`src/rtl/serial_subtractor32_if.sv`:
```
// Start/busy/done handshake and operand/result bus for serial_subtractor32.
// Flag signals ovf/zero exist only when SUB_FLAGS_EN is defined.
interface serial_subtractor32_if #(
    parameter int WIDTH = 32
);
    logic             start;
    logic [WIDTH-1:0] a;
    logic [WIDTH-1:0] b;
    logic             bin;
    logic             busy;
    logic             done;
    logic [WIDTH-1:0] diff;
    logic             bout;
`ifdef SUB_FLAGS_EN
    logic             ovf;
    logic             zero;
`endif

`ifdef SUB_FLAGS_EN
    modport master (
        output start, a, b, bin,
        input  busy, done, diff, bout, ovf, zero
    );
    modport slave (
        input  start, a, b, bin,
        output busy, done, diff, bout, ovf, zero
    );
`else
    modport master (
        output start, a, b, bin,
        input  busy, done, diff, bout
    );
    modport slave (
        input  start, a, b, bin,
        output busy, done, diff, bout
    );
`endif
endinterface

```
`src/rtl/serial_subtractor32.sv`:
```
// Multi-cycle subtractor: {bout,diff} = a - b - bin, CHUNK bits per clock.
// Define SUB_FLAGS_EN to add signed-overflow and zero flags.
module serial_subtractor32 #(
    parameter int WIDTH = 32,
    parameter int CHUNK = 4
) (
    input  logic                 clk,
    input  logic                 rst,
    serial_subtractor32_if.slave bus
);
    localparam int N  = WIDTH / CHUNK;
    localparam int CW = (N > 1) ? $clog2(N) : 1;

    localparam logic [1:0] IDLE = 2'd0;
    localparam logic [1:0] RUN  = 2'd1;
    localparam logic [1:0] DONE = 2'd2;

    logic [1:0]       state_q, state_d;
    logic [WIDTH-1:0] a_q, a_d;
    logic [WIDTH-1:0] b_q, b_d;
    logic [WIDTH-1:0] res_q, res_d;
    logic [WIDTH-1:0] diff_q, diff_d;
    logic [CW-1:0]    ctr_q, ctr_d;
    logic             brw_q, brw_d;
    logic             bout_q, bout_d;
    logic [CHUNK:0]   sub;
    logic             last;
`ifdef SUB_FLAGS_EN
    logic             ovf_q, ovf_d;
    logic             zero_q, zero_d;
`endif

    always_comb begin
        sub = {1'b0, a_q[CHUNK-1:0]}
            - {1'b0, b_q[CHUNK-1:0]}
            - {{CHUNK{1'b0}}, brw_q};
        last    = (ctr_q == CW'(N - 1));
        state_d = state_q;
        a_d     = a_q;
        b_d     = b_q;
        res_d   = res_q;
        diff_d  = diff_q;
        ctr_d   = ctr_q;
        brw_d   = brw_q;
        bout_d  = bout_q;
`ifdef SUB_FLAGS_EN
        ovf_d   = ovf_q;
        zero_d  = zero_q;
`endif
        unique case (state_q)
            IDLE: begin
                if (bus.start) begin
                    a_d     = bus.a;
                    b_d     = bus.b;
                    brw_d   = bus.bin;
                    res_d   = '0;
                    ctr_d   = '0;
                    state_d = RUN;
                end
            end
            RUN: begin
                a_d   = a_q >> CHUNK;
                b_d   = b_q >> CHUNK;
                brw_d = sub[CHUNK];
                res_d = {sub[CHUNK-1:0], res_q[WIDTH-1:CHUNK]};
                ctr_d = ctr_q + CW'(1);
                if (last) begin
                    state_d = DONE;
                    diff_d  = res_d;
                    bout_d  = sub[CHUNK];
`ifdef SUB_FLAGS_EN
                    // On the last chunk the low bits of a_q/b_q hold the operand MSBs.
                    ovf_d  = (a_q[CHUNK-1] != b_q[CHUNK-1])
                           && (sub[CHUNK-1] != a_q[CHUNK-1]);
                    zero_d = (res_d == '0);
`endif
                end
            end
            DONE: state_d = IDLE;
            default: state_d = IDLE;
        endcase
    end

    always_ff @(posedge clk) begin
        if (rst) begin
            state_q <= IDLE;
            a_q     <= '0;
            b_q     <= '0;
            res_q   <= '0;
            diff_q  <= '0;
            ctr_q   <= '0;
            brw_q   <= 1'b0;
            bout_q  <= 1'b0;
`ifdef SUB_FLAGS_EN
            ovf_q   <= 1'b0;
            zero_q  <= 1'b0;
`endif
        end else begin
            state_q <= state_d;
            a_q     <= a_d;
            b_q     <= b_d;
            res_q   <= res_d;
            diff_q  <= diff_d;
            ctr_q   <= ctr_d;
            brw_q   <= brw_d;
            bout_q  <= bout_d;
`ifdef SUB_FLAGS_EN
            ovf_q   <= ovf_d;
            zero_q  <= zero_d;
`endif
        end
    end

    assign bus.busy = (state_q == RUN);
    assign bus.done = (state_q == DONE);
    assign bus.diff = diff_q;
    assign bus.bout = bout_q;
`ifdef SUB_FLAGS_EN
    assign bus.ovf  = ovf_q;
    assign bus.zero = zero_q;
`endif
endmodule

```
`src/flat_wrapper.sv`:
```
// flat-port wrapper written by rule: the top's interface ports become plain ports
module serial_subtractor32_flat 
#(
    parameter int WIDTH = 32,
    parameter int CHUNK = 4
)
  (clk, rst, bus_start, bus_a, bus_b, bus_bin, bus_busy, bus_done, bus_diff, bus_bout);
  serial_subtractor32_if #(.WIDTH(WIDTH)) bus_i ();
  input  logic clk;
  input  logic rst;
  input wire logic [$bits(bus_i.start)-1:0] bus_start;
  input wire logic [$bits(bus_i.a)-1:0] bus_a;
  input wire logic [$bits(bus_i.b)-1:0] bus_b;
  input wire logic [$bits(bus_i.bin)-1:0] bus_bin;
  output wire logic [$bits(bus_i.busy)-1:0] bus_busy;
  output wire logic [$bits(bus_i.done)-1:0] bus_done;
  output wire logic [$bits(bus_i.diff)-1:0] bus_diff;
  output wire logic [$bits(bus_i.bout)-1:0] bus_bout;
  assign bus_i.start = bus_start;
  assign bus_i.a = bus_a;
  assign bus_i.b = bus_b;
  assign bus_i.bin = bus_bin;
  assign bus_busy = bus_i.busy;
  assign bus_done = bus_i.done;
  assign bus_diff = bus_i.diff;
  assign bus_bout = bus_i.bout;
  serial_subtractor32 #(.WIDTH(WIDTH), .CHUNK(CHUNK)) u_core (.clk(clk), .rst(rst), .bus(bus_i));
endmodule
```
`config.mk`:
```
export PLATFORM = sky130hd
export DESIGN_NAME = serial_subtractor32_flat
export DESIGN_NICKNAME = d
export VERILOG_FILES = /design/src/rtl/serial_subtractor32_if.sv /design/src/rtl/serial_subtractor32.sv /design/src/flat_wrapper.sv
export SDC_FILE = /design/constraint.sdc
export NUM_CORES = 1
export LEC_CHECK = 0
export BUFFER_PORTS_ARGS = -buffer_cell sky130_fd_sc_hd__buf_2
export CAP_MARGIN = 20
export CORE_MARGIN = 4
export CORE_UTILIZATION = 45
export DETAILED_ROUTE_END_ITERATION = 10
export PLACE_DENSITY = 0.79
export SYNTH_ARGS = -nofsm -noshare
export SYNTH_HDL_FRONTEND = slang
export SYNTH_SLANG_ARGS = --single-unit
```
`constraint.sdc`:
```
create_clock -name clk -period 2.85 [get_ports clk]
set_input_delay 0.4275 -clock clk [delete_from_list [all_inputs] [get_ports clk]]
set_output_delay 0.4275 -clock clk [all_outputs]
set_load 0.05 [all_outputs]
```
# [Yosys cells after proc, flatten, opt, wreduce, memory -nomap -nowiden]
# Index checks and enable logic that the tools add are counted.
[totals] word_cells=34 regBits=135 output_inout_bits=35 inputBits=68
[op_classes] addsub=3 reduce_logical=5 mux=13 eq_ne=5
[ops] cell="one-hot mux 32 bit (2 select lines)" count=3
[ops] cell="2-to-1 mux 32 bit" count=3
[ops] cell="one-hot mux 3 bit (2 select lines)" count=1
[ops] cell="AND reduction 2 bit" count=3
[ops] cell="subtractor 4 x 4 -> 5 bit" count=1
[ops] cell="subtractor 5 x 1 -> 5 bit" count=1
[ops] cell="2-to-1 mux 2 bit" count=2
[ops] cell="one-hot mux 2 bit (2 select lines)" count=1
[ops] cell="adder 3 x 1 -> 3 bit, second input constant" count=1
[ops] cell="equality test 3 bit, second input constant" count=1
[ops] cell="2-to-1 mux 3 bit" count=1
[ops] cell="equality test 2 x 1 -> 1 bit, second input constant" count=1
[ops] cell="equality test 2 bit, second input constant" count=1
[ops] cell="logical NOT 2 bit" count=1
[ops] cell="inequality test 2 x 1 -> 1 bit, second input constant" count=1
[ops] cell="inequality test 2 bit, second input constant" count=1
[ops] cell="one-hot mux 1 bit (2 select lines)" count=1
[ops] cell="nonzero test 2 bit" count=1
[ops] cell="2-to-1 mux 1 bit" count=1

# [Depth between registers and ports, before layout]
# Gate-level depths: netlist (run 1).
[depth] depth_word=3 depth_mapped=9 mapped_depth_nobuf=9

# [Least setup slack after synthesis (run 1)]
# OpenSTA, ideal clock, no wires.
[synth_path] kind="register to register" start="reg u_core.brw_q" end="reg u_core.brw_q" path_stages_with_launch=9 arrival_time_ns=1.989 setup_time_ns=0.095 path_slack_ns=0.766 t_required_ns=2.755 cell_sequence="dfxtp_1 > inv_1 > fa_1 > ha_1 > nor2_1 > fa_1 > and3b_1 > a2bb2oi_1 > o311ai_1"
[synth_between] elab_chain_cells=2
[synth_rtl] item="start: declaration" line="serial_subtractor32.sv:24" text="logic brw_q, brw_d;"
[synth_rtl] item="start signal: assignment" line="serial_subtractor32.sv:105" text="brw_q <= brw_d;"
[synth_rtl] item="subtractor 5 x 1 -> 5 bit" line="serial_subtractor32.sv:36" text="- {{CHUNK{1'b0}}, brw_q};"
[synth_rtl] item="one-hot mux 1 bit (2 select lines)" line="serial_subtractor32.sv:50" text="unique case (state_q)"
# Every way passes these cells.
# A chain may end at the register's enable or synchronous reset.

# [Final worst setup path (run 1)]
# Ends and elaborated chain as after synthesis.

==> results of run 1 <==
[cell type report]
class                           count  area [sq um]  area share, %
Timing Repair Buffer              115           648           9.57
Sequential cell                   131          2620           38.7
Inverter                           11          41.3          0.609
Clock buffer                       19           443           6.54
Multi-Input combinational cell    433          2650           39.1
Tap cell                          168           210           3.10
Clock inverter                     13           159           2.35
[metrics by stage]
stage / instance area (sq um) / instances
after floorplan: 5640 / 631
after global routing: 6780 / 890
final: 6780 / 890
after detailed placement: 6170 / 858
after global placement: 6170 / 858
after CTS: 6780 / 890
[worst register-to-register path, stage by stage (launching register included)]
cell                        delay [ps]
sky130_fd_sc_hd__dfxtp_1           310
sky130_fd_sc_hd__inv_1              60
sky130_fd_sc_hd__fa_1              490
sky130_fd_sc_hd__inv_1              70
sky130_fd_sc_hd__ha_1              150
sky130_fd_sc_hd__nor2_1             60
sky130_fd_sc_hd__fa_1              410
sky130_fd_sc_hd__a21bo_2           230
sky130_fd_sc_hd__a2bb2oi_1         190
sky130_fd_sc_hd__o311ai_1          110
[worst min-delay path by stage]
stage / cells past startpoint / endpoint / start / slack, ps
2_1_floorplan: 2 / u_core.bus.diff[0] / u_core.res_q[4] / 430
3_3_place_gp: 2 / u_core.bus.diff[19] / u_core.bus.diff[19] / 440
3_5_place_dp: 2 / u_core.bus.diff[21] / u_core.bus.diff[21] / 440
4_1_cts: 3 / u_core.b_q[31] / bus_b[31] / 250
5_1_grt: 3 / u_core.a_q[31] / bus_a[31] / 280
6_report: 3 / u_core.a_q[31] / bus_a[31] / 260
[where the power goes]
group,internal (uW),switching [uW]
clock,1400,795
combinational,226,317
sequential,1930,57.4
total,3550,1170
[layer usage]
layer	vias up	share of wire, %
met2	110	45
met3	17	6.2
met4	2	1.2
met1	2153	47
met5	-	0.099
li1	2323	-
[cell families (layout without fill, tap and decap cells)]
group / count (synthesis) / in the layout
AO/OA/AOI/OAI: 136 / 136
flip-flops: 131 / 131
XOR/XNOR: 2 / 2
AND/OR/NAND/NOR: 285 / 285
adder cells (fa/ha/maj): 10 / 10
buffers and inverters: 67 / 158
[flip-flops by register name, summed over array words and instances (netlist names)]
| signal | count |
|---|---|
| u_core.a_q | 32 |
| u_core.b_q | 32 |
| u_core.brw_q | 1 |
| u_core.bus.bout | 1 |
| u_core.bus.diff | 32 |
| u_core.ctr_q | 3 |
| u_core.res_q | 28 |
| u_core.state_q | 2 |
[cell usage in the layout (no fill, tap or decap), types with 4 or more instances in the layout]
cell type / Yosys / routed
sky130_fd_sc_hd__nor2_1: 92 / 92
sky130_fd_sc_hd__clkinv_2: 0 / 4
sky130_fd_sc_hd__nand2_1: 170 / 170
sky130_fd_sc_hd__a22oi_1: 36 / 36
sky130_fd_sc_hd__clkbuf_16: 0 / 17
sky130_fd_sc_hd__a311oi_2: 50 / 50
sky130_fd_sc_hd__buf_4: 1 / 11
sky130_fd_sc_hd__nor2_2: 10 / 10
sky130_fd_sc_hd__a21oi_1: 30 / 30
sky130_fd_sc_hd__inv_1: 10 / 10
sky130_fd_sc_hd__dfxtp_1: 131 / 131
sky130_fd_sc_hd__a311oi_1: 6 / 6
sky130_fd_sc_hd__buf_2: 26 / 101
sky130_fd_sc_hd__ha_1: 8 / 8
==> metrics list, run 1 <==
- Hold-fix buffers at CTS: 0
* Synth cell count leaders: 170 x sky130_fd_sc_hd__nand2_1, 131 x sky130_fd_sc_hd__dfxtp_1, 92 x sky130_fd_sc_hd__nor2_1
- Counting every instance in the synthesized netlist gives between 600 and 700.
- Number of diodes: 0
- Core Area: 12,200 sq um
- Total number of cells along the worst setup path: 9
- Area growth from synthesis to layout: 20.0%
* Setup_tns: 0 ps
- The synthesized design contains about 130 register bits.
- Worst hold margin: ~260 ps
- The number of antenna violations at the first check in global routing was 1.
- Most frequently used flop master after synthesis: sky130_fd_sc_hd__dfxtp_1
- Critical path required time: 3110 ps
- Simple-gate share of the synthesized area: around a fifth
* DRC marker count from the first detailed-route iteration: between 400 and 500
* Actual transition at the worst max-transition pin: 692 ps
- The most critical setup path has its endpoint at u_core.brw_q.
* Maximum number of pins on one net before global-route repair: 61
* Maximum clock insertion buffer count: 2
- Period utilization: between 70% and 80%
* H-tree levels: 4
- Initial DRT Pass Iterations: 5
- Across the run, the number of max-cap violations was 0.
* Share of the synthesized area in the top cell type: between 40% and 50%
- The clock reaches the later pin of the worst-skew pair after between 400 and 500 ps.
- In this run, CTS created clock tree buffers numbering 17.
* CTS tree: done
* Proportion of synthesized flip-flops having asynchronous set or reset: 0%
* Sequential fraction of the synthesis area: 46.5%
* Clock sink count: 131
* Clock-pin transition on the worst setup and hold timing paths: roughly 60 ps
* Maximum net fanout on the critical path: 3
- Synth warnings: 0
- Summed over all cells, the static leakage comes to approximately 0.0027 uW.
- The max-slew violation count is 0.
- Worst path slowest cell: sky130_fd_sc_hd__fa_1
- Summing the areas of all fa, ha and maj instances in the mapped netlist gives 2.48% of the synthesized area.
* Leftover overflow at the end of global routing: 0
- In this run the critical register-to-register path is launched from u_core.brw_q.
- For the final database, setup skew stands at ~9.4 ps.
* Cell with the most instances after synthesis: sky130_fd_sc_hd__nand2_1
- Die Ht: around 120 microns
- The floorplan step defined a die boundary enclosing roughly 14,000 sq um.
- EDFF count, synth: 0
- Walking the worst path, the cells encountered are inv_1 > fa_1 > inv_1 > ha_1 > nor2_1 > fa_1 > a21bo_2 > a2bb2oi_1 > o311ai_1.
* Final worst setup slack: ~640 ps
- Total Power Consumption: about 4700 uW
- Global routing consumed, on the met3 layer, a little over 5% of the routing resources.
- Subtracting the final worst setup slack from the clock period gives between 2000 and 2500 ps.
- Among cell families on the critical path, the largest total delay comes from adder cells.
* Multiplexer share of the synthesized area: 0%
* Max incr delay on CP: approximately 500 ps
* Root Driver: sky130_fd_sc_hd__clkbuf_16
- GRT Resource Usage Total: around 17%
- Routability-driven placement finished with a final weighted congestion of just under 0.8.
* Placed wire-length estimate after detailed placement: just under 8000 microns
- Finish-stage setup viols: 0
- Share of post-route cells with drive strength above 1: approximately 29%
- Post-DRT Antenna Nets: 0
* Critical path startpoint: u_core.brw_q
- Counting both buffers and inverters, the worst setup path holds a total of 2.
- The routed layout has ~4.6k vias.
* Number of I/O port buffers: roughly 100
- Max VDD drop: between 0.5 and 0.6 mV
- In the routed layout, each cell is associated on average with a via count of about 5.2.
* Number of design rule violations left after detail routing: 0
- In this run, post-CTS repair resized a total of 0 instances.
- Combinational family with the most area after synthesis: compound AO/OA/AOI/OAI gates
- Counting every net in the synthesized netlist gives 709.
- Fraction of synthesized cell area in xor and xnor cells: 0.310%
* Post-Route Utilization: 55.7%
- For met2 alone, demand over resource in global routing was a little over a quarter.
* Kind of start point of the critical path: flop
* Number of global-route vias before repair: about 4.3k
- Dividing the detail-routed wire length by the instance count gives about 14 microns.
* Fillcell total: roughly 1.1k
- Summing every instance area after synthesis gives between 5000 and 6000 sq um.
* Met1 GRT Util: 23.1%
- Leading cell types by total area after synthesis: sky130_fd_sc_hd__dfxtp_1 46%, sky130_fd_sc_hd__a311oi_2 13%, sky130_fd_sc_hd__nand2_1 11%
- Once the floorplan was initialized, standard cells occupied between 40% and 50% of the core.
- The global routing stage identified its most utilized layer as met2.
* Hold Violations, Final: 0
- The worst setup path is of the reg -> reg kind.
- I/O pin cnt: about 100
- The min-delay analysis places its worst path in the category in -> reg.
- sky130_fd_sc_hd__dfxtp_1 takes more of the synthesized area than any other cell.
- The worst register-to-register path has a depth of 9.
- The endpoint identified for the worst register-to-register timing path is u_core.brw_q.
* Count of different cell masters after synthesis: 38
* Register-to-register path setup slack: 640 ps
* Setup fix buffers added after clock tree synthesis: 0
* Data arrival time at the worst-slack endpoint: ~2500 ps
- The flow ran to the end, and the final reports show no timing, DRC or antenna violations.
- Timing analysis after detailed placement gives a worst setup slack of approximately 670 ps.
- Die outline width: 120 microns
- Category of the worst setup path capture point: flop
* Detailed Route WL: 12,100 microns
- Max Clk Rate: ~450 MHz
- Wire length of the first global-routing pass: ~20,000 microns
- Setup repair after global routing missed its margin: false
- For this design the ratio of total power to cell area is between 600 and 700 nW/um^2.
* Worst rel slew slack: a little over half
- Rows: 40
- A synthesized cell averages just under 9 sq um.
- Synth Area in Compound Gates: 23.7%
* Number of nets at the end of the flow: 787
Note: power is estimated with default switching activity, not from simulation.
==> run 2: changes to the inputs <==
ABC_AREA = 1   (was default)
clock period = 2.06 ns   (was 2.85 ns; I/O delays follow)
==> run 2 against run 1 <==
Compared with the run above:
- the run now ends with setup timing left
- sequential power is 38% higher
- register-to-register slack lost 810 ps
- clock power is 27% higher
- largest power group unchanged
- utilization is essentially flat
- critical path type unchanged
- via count increased by 2.1%
- highest routed layer is now met4
- synthesized cell count grew 8.1%
- fmax down 0.82%
- die area decreased by 6.4%
==> metrics list, run 2 <==
* Worst hold stages: 3
* Total placed instance area: 5790 sq um
- On the final layout, the worst clock skew is between 10 and 15 ps.
- The tightest min-delay check is of the in -> reg type.
- Critical path type: reg -> reg
- Sorting the synthesized cells by area gives the leading types as sky130_fd_sc_hd__dfxtp_1 50%, sky130_fd_sc_hd__nand2_1 17%, sky130_fd_sc_hd__a31oi_1 6.7%.
- Post-synthesis cell count: approximately 680
- Power comes to about 6200 uW.
- Synth Area per Inst: slightly below 8 sq um
- Final worst setup slack: -168 ps
* Synth warnings: 0
* Clock sink count: roughly 130
* Fillcell total: around 1.1k
- The congestion estimate from routability-driven global placement came to 0.755.
- Counting every net in the synthesized netlist gives 760.
* Proportion of synthesized flip-flops having asynchronous set or reset: 0%
- Counting flops with a built-in enable in the synthesized netlist gives 0.
- Entering global routing, the biggest net connects 63 pins.
* Run status: finished, violations left
- In the final routed layout, each cell accounts on average for roughly 13 microns.
- Reported leakage power: around 0.0028 uW
- Share of post-route cells with drive strength above 1: ~22%
- In this run the remaining antenna-violating nets after routing total 0.
- Die outline width: about 120 microns
- The clock reaches the later pin of the worst-skew pair after approximately 420 ps.
- Dividing total power by cell area gives a power density of between 900 and 1000 nW/um^2.
* Max Clk Rate: 449 MHz
- The number of antenna violations at the first check in global routing was 0.
- No sink is reached through more buffers than the 2 on the longest clock path.
- Most frequently used flop master after synthesis: sky130_fd_sc_hd__dfxtp_1
* Share of the synthesized area in the top cell type: between 40% and 50%
- The number of antenna diodes in the final layout is 0.
- The cell area that synthesis handed to floorplanning was around 5300 sq um.
- The clock tree synthesis step divided the H-tree into 4 levels.
- Kind of start point of the critical path: flop
* DRC marker count from the first detailed-route iteration: a little over 300
- In the layout the commonest cells are 242 x sky130_fd_sc_hd__nand2_1, 129 x sky130_fd_sc_hd__dfxtp_1, 102 x sky130_fd_sc_hd__buf_2, 56 x sky130_fd_sc_hd__a31oi_1, 41 x sky130_fd_sc_hd__a21oi_1.
- Number of nets at the end of the flow: ~840
- Data arrival time at the worst-slack endpoint: roughly 2600 ps
- Across all layers, the routed design uses 4,700 vias.
* Detail-routed via count per cell: between 5 and 6
- Initial cell density of the core: around 46%
- After detailed routing, the total wire length is between 10,000 and 15,000 microns.
- Synth cell count leaders: 244 x sky130_fd_sc_hd__nand2_1, 131 x sky130_fd_sc_hd__dfxtp_1, 56 x sky130_fd_sc_hd__a31oi_1
* Category of the worst setup path capture point: flop
- TritonCTS built the clock tree.
- After layout, the worst path uses 108% of the clock period.
* Clock period minus final worst setup slack: around 2200 ps
- In this run the vertical extent of the chip is approximately 120 microns.
- The floorplan has 39 rows.
- The number of cells on the worst reg-to-reg path is 9.
- Sequential fraction of the synthesis area: about half
* Number of design rule violations left after detail routing: 0
* Register bit count reported by yosys: between 100 and 150
- Cell with the most instances after synthesis: sky130_fd_sc_hd__nand2_1
* Critical path required time: 2410 ps
* Hold Violations, Final: 0
- Root Driver: sky130_fd_sc_hd__clkbuf_16
* Violated checks: setup timing
* Initial DRT Pass Iterations: 4
- Finish-stage setup viols: 4
- The worst pin sits at a relative slew slack of a little over two thirds.
* Commonest non-fill, non-tap cell in the layout: sky130_fd_sc_hd__nand2_1
- TritonCTS created 17 clock buffers.
- Post-Route Utilization: a little under three fifths
- Worst path slowest cell: sky130_fd_sc_hd__fa_1
- Max incr delay on CP: 550 ps
- Number of max-cap violations: 0
- The total overflow left after global routing is 0.
* Setup repair after global routing missed its margin: true
- Count of different cell masters after synthesis: 24
- In this run the worst path has a maximum fanout of 2.
- For the pin with the worst max-slew slack, the measured transition is about 460 ps.
- Global routing consumed, over all layers together, between 10% and 20% of the routing resources.
- I/O pin cnt: around 100
- Wire length of the first global-routing pass: 20,200 microns
- Ordered cell list for the critical path: inv_2 > fa_1 > inv_1 > ha_2 > or2_4 > inv_2 > fa_2 > or2_4 > a21oi_2
- The finished cells cover between 6000 and 7000 sq um.
- Floorplan die area: approximately 13,000 sq um
- Input and output buffers added on the ports amount to 102.
* Area growth from synthesis to layout: 21.0%
* Max VDD drop: 0.590 mV
* Final-report max-slew violation count: 0
- Number of global-route vias before repair: between 4k and 5k
* Most area-hungry cell type in the Yosys netlist: sky130_fd_sc_hd__dfxtp_1
- After floorplanning, the core was sized to cover 11,400 sq um.
- Placed wire-length estimate after detailed placement: about 8100 microns
- Clock-pin transition on the worst setup and hold timing paths: roughly 60 ps
- Hold timing on the final database bottoms out at a slack of about 160 ps.
## run 2: power by group
group | switching [uW] | internal, uW
Combinational | 397 | 258
Sequential | 76.0 | 2670
Clock | 1080 | 1710
## run 2: layer usage
layer	share of wire [%]	vias up	track usage [%]
met5	0	-	0
met4	1.2	0	6.50
met1	46	2145	24.6
met2	47	103	29.9
met3	5.9	14	5.91
li1	-	2438	-
## run 2: logic make-up (layout without fill, tap and decap cells)
kind of cell / Yosys count / count (layout) / synth area share (%)
AO/OA/AOI/OAI: 167 / 167 / 17.4
XOR/XNOR: 2 / 2 / 0.333
adder cells (fa/ha/maj): 10 / 10 / 2.66
buffers and inverters: 76 / 173 / 7.57
flip-flops: 131 / 131 / 49.9
AND/OR/NAND/NOR: 296 / 296 / 22.2
## run 2: final timing paths
kind | slack [ps] | end | start
hold / removal | 160 | u_core.b_q[31] | bus_b[31]
setup reg to reg | -170 | u_core.res_q[29] | u_core.b_q[0]
setup / recovery | -170 | u_core.res_q[29] | u_core.b_q[0]
hold reg to reg | 460 | u_core.bus.diff[7] | u_core.bus.diff[7]
## run 2: worst max-delay path: cells and delay by family, from the launching register on
kind            cells  cell delay [ps]
fa+ha+maj           3             1140
simple gates        2              460
flops               1              330
buf+inv             3              140
compound gates      1              100
## run 2: repair_timing
item	CTS	global route
pin swaps	1	3
endpoints found under the setup margin	6	6
hold buffers	0	0
buffers inserted	0	1
gates cloned	0	0
gates resized for setup	1	5
endpoints found under the hold margin	0	0
## run 2: stage by stage
stage               setup TNS [ps]  setup WS (ps)  cells
floorplan                     -142           -104    682
global placement              -278           -128    889
detailed placement            -562           -168    889
CTS                           -430           -151    921
global route                 -1070           -256    922
finish                        -418           -168    922
## run 2: cell type report
type / count / area (sq um) / area share, %
Clock buffer: 22 / 464 / 7.29
Sequential cell: 131 / 2630 / 41.3
Clock inverter: 10 / 83.8 / 1.32
Multi-Input combinational cell: 475 / 2270 / 35.7
Tap cell: 143 / 179 / 2.81
Inverter: 23 / 86.3 / 1.36
Timing Repair Buffer: 118 / 656 / 10.3
==> run 3: changes to the inputs <==
ABC_AREA = default   (was 1)
BUFFER_PORTS_ARGS = default   (was -buffer_cell sky130_fd_sc_hd__buf_2)
DONT_BUFFER_PORTS = 1   (was default)
MAX_ROUTING_LAYER = met4   (was default)
PLACE_DENSITY = 0.72   (was 0.79)
==> run 3 against run 2 <==
Compared with the run above:
- the run ends with hold timing, setup timing left
- utilization shrank 2.0 points
- critical path type unchanged
- clock power shrank 3%
- via count fell by 8.3%
- clock skew is 6.2 ps higher
- power up 0.77%
- worst hold slack got worse by 180 ps
- clock-buffer cell count is 5 higher
- non-clock buffer count is 80 lower
- worst setup slack improved by 76 ps
- register-to-register slack better by 80 ps
==> metrics list, run 3 (synthesis results as in run 1) <==
* Clock buffer count from CTS: 17
* Cell area power density: approximately 950 nW/um^2
- Dpl ws: -138 ps
* GRT Resource Usage Total: between 10% and 20%
* Worst rel slew slack: 61.1%
* Commonest non-fill, non-tap cell in the layout: sky130_fd_sc_hd__nand2_1
- Row generation in the floorplan step produced 40 rows.
- At the pin with the least slew margin, the transition time is between 500 and 600 ps.
- At the worst endpoint, the arrival time is approximately 2500 ps.
- Setup violations remaining at the end of the flow were counted as 5.
* Period utilization: 104%
- Pin placement for this block handled about 100 I/O pins.
- Routed vias: between 4k and 5k
- The first global-routing pass estimated about 20,000 microns of wire.
- Category of the worst setup path capture point: flop
- TritonCTS built the clock tree.
* H-tree levels: 4
- In this run the worst path has a maximum fanout of 3.
- For this design the static power due to leakage is around 0.0024 uW.
* Maximum clock insertion buffer count: 2
- STA classifies the critical path startpoint as a flop.
- Initial cell density of the core: a little under half
- Total non-filler cell area in the finished layout: approximately 6500 sq um
* Detail-routed via count per cell: about 5.3
- For this run, design rule violations remaining after detail routing come to 0.
* Number of max-cap violations: 0
* Clock-pin transition on the worst setup and hold timing paths: around 50 ps
- Leftover overflow at the end of global routing: 0
- The path class of the tightest hold or removal check is in -> reg.
- The count of buffers added on input and output ports is 0.
- DRC marker count from the first detailed-route iteration: 353
- Clock period minus final worst setup slack: 2150 ps
- Clock latency at the later pin of the worst-skew pair: between 400 and 500 ps
- The number of global-route vias before repair was approximately 4.2k.
* Final-report max-slew violation count: 0
* Total placed instance area: approximately 5700 sq um
* Weighted congestion at the end of routability-driven global placement: approximately 0.8
- Setup_tns: -205 ps
- Setup repair after global routing could not meet its margin everywhere.
- Violated checks: hold timing, setup timing
- Initial DRT Pass Iterations: 5
* Leading cell types in the layout, fill and taps excluded: 170 x sky130_fd_sc_hd__nand2_1, 128 x sky130_fd_sc_hd__dfxtp_1, 91 x sky130_fd_sc_hd__nor2_1, 50 x sky130_fd_sc_hd__a311oi_2, 35 x sky130_fd_sc_hd__a22oi_1
- Root Driver: sky130_fd_sc_hd__clkbuf_16
- The floorplan step defined a die boundary enclosing between 10,000 and 15,000 sq um.
- The final number of hold-violating endpoints was 31.
* Max VDD drop: 0.653 mV
- Once detail routing completed, the nets flagged for antenna violations numbered 0.
- Clock sink count: between 100 and 150
- Share of post-route cells with drive strength above 1: 19.1%
- Measured along the x axis, the die boundary spans 120 microns.
- Max Clk Rate: about 460 MHz
* Worst hold margin: -24.9 ps
- Entering global routing, the biggest net connects 136 pins.
- Critical path required time: between 2000 and 2500 ps
* Total Power Consumption: approximately 6200 uW
- Area growth from synthesis to layout: 15.9%
* Die Ht: approximately 120 microns
- Critical path type: reg -> reg
* Run status: finished, violations left
- Final worst setup slack: -92.4 ps
* Routed wire length per instance: 15.1 microns
- The region available for standard cell placement spans about 12,000 sq um.
- In the final design database the tool counted slightly above 700 nets.
- Detailed Route WL: between 10,000 and 15,000 microns
- Placed wire-length estimate after detailed placement: about 7900 microns
- The number of antenna diodes in the final layout is 0.
- Skew final: approximately 18 ps
- Antenna violations before repair: 0
## run 3: path summary, 6_finish.rpt
path         cells after the start             from                 end  slack, ps
max                              8     u_core.brw_q        u_core.brw_q        -90
min                              1              rst       u_core.b_q[6]        -20
max reg2reg                      8     u_core.brw_q        u_core.brw_q        -90
min reg2reg                      2  u_core.res_q[4]  u_core.bus.diff[0]        450
## run 3: final cells by class
type | count | area, sq um
well taps | 168 | 210
clock inverters | 5 | 25.0
fillers | 1088 | 5620
repair buffers | 38 | 409
inverters | 11 | 42.5
multi-input cells | 433 | 2720
clock buffers | 27 | 503
flip-flops and latches | 131 | 2630
## run 3: where the power goes
group	internal (uW)	total (uW)	switching, uW
logic	369	790	420
registers	2670	2750	85.4
clock network	1650	2690	1030
## run 3: timing repair
action / CTS / global route
gates resized for setup: 6 / 14
hold endpoints to repair: 128 / 64
buffers inserted: 0 / 4
setup endpoints to repair: 6 / 18
pin swaps: 1 / 3
hold buffers: 17 / 3
## run 3: routing by layer
layer | global-route usage (%) | routed length (microns)
met5 | - | 0
met2 | 27.4 | 5800
met4 | 6.51 | 106
met1 | 21.6 | 5610
met3 | 6.13 | 772
## run 3: critical path: stages (launching register included)
cell and delay (ps):
sky130_fd_sc_hd__dfxtp_2 320, sky130_fd_sc_hd__inv_2 40, sky130_fd_sc_hd__fa_2 610, sky130_fd_sc_hd__ha_4 160
sky130_fd_sc_hd__nor2_4 40, sky130_fd_sc_hd__fa_2 350, sky130_fd_sc_hd__and3b_1 170, sky130_fd_sc_hd__a2bb2oi_1 150
sky130_fd_sc_hd__o311ai_1 210
## run 3: through the flow
| stage | cells | util [%] |
|---|---|---|
| finish | 813 | 53.8 |
| global placement | 757 | 46.8 |
| detailed placement | 757 | 46.8 |
| global route | 813 | 53.8 |
| CTS | 806 | 52.7 |
| floorplan | 631 | - |
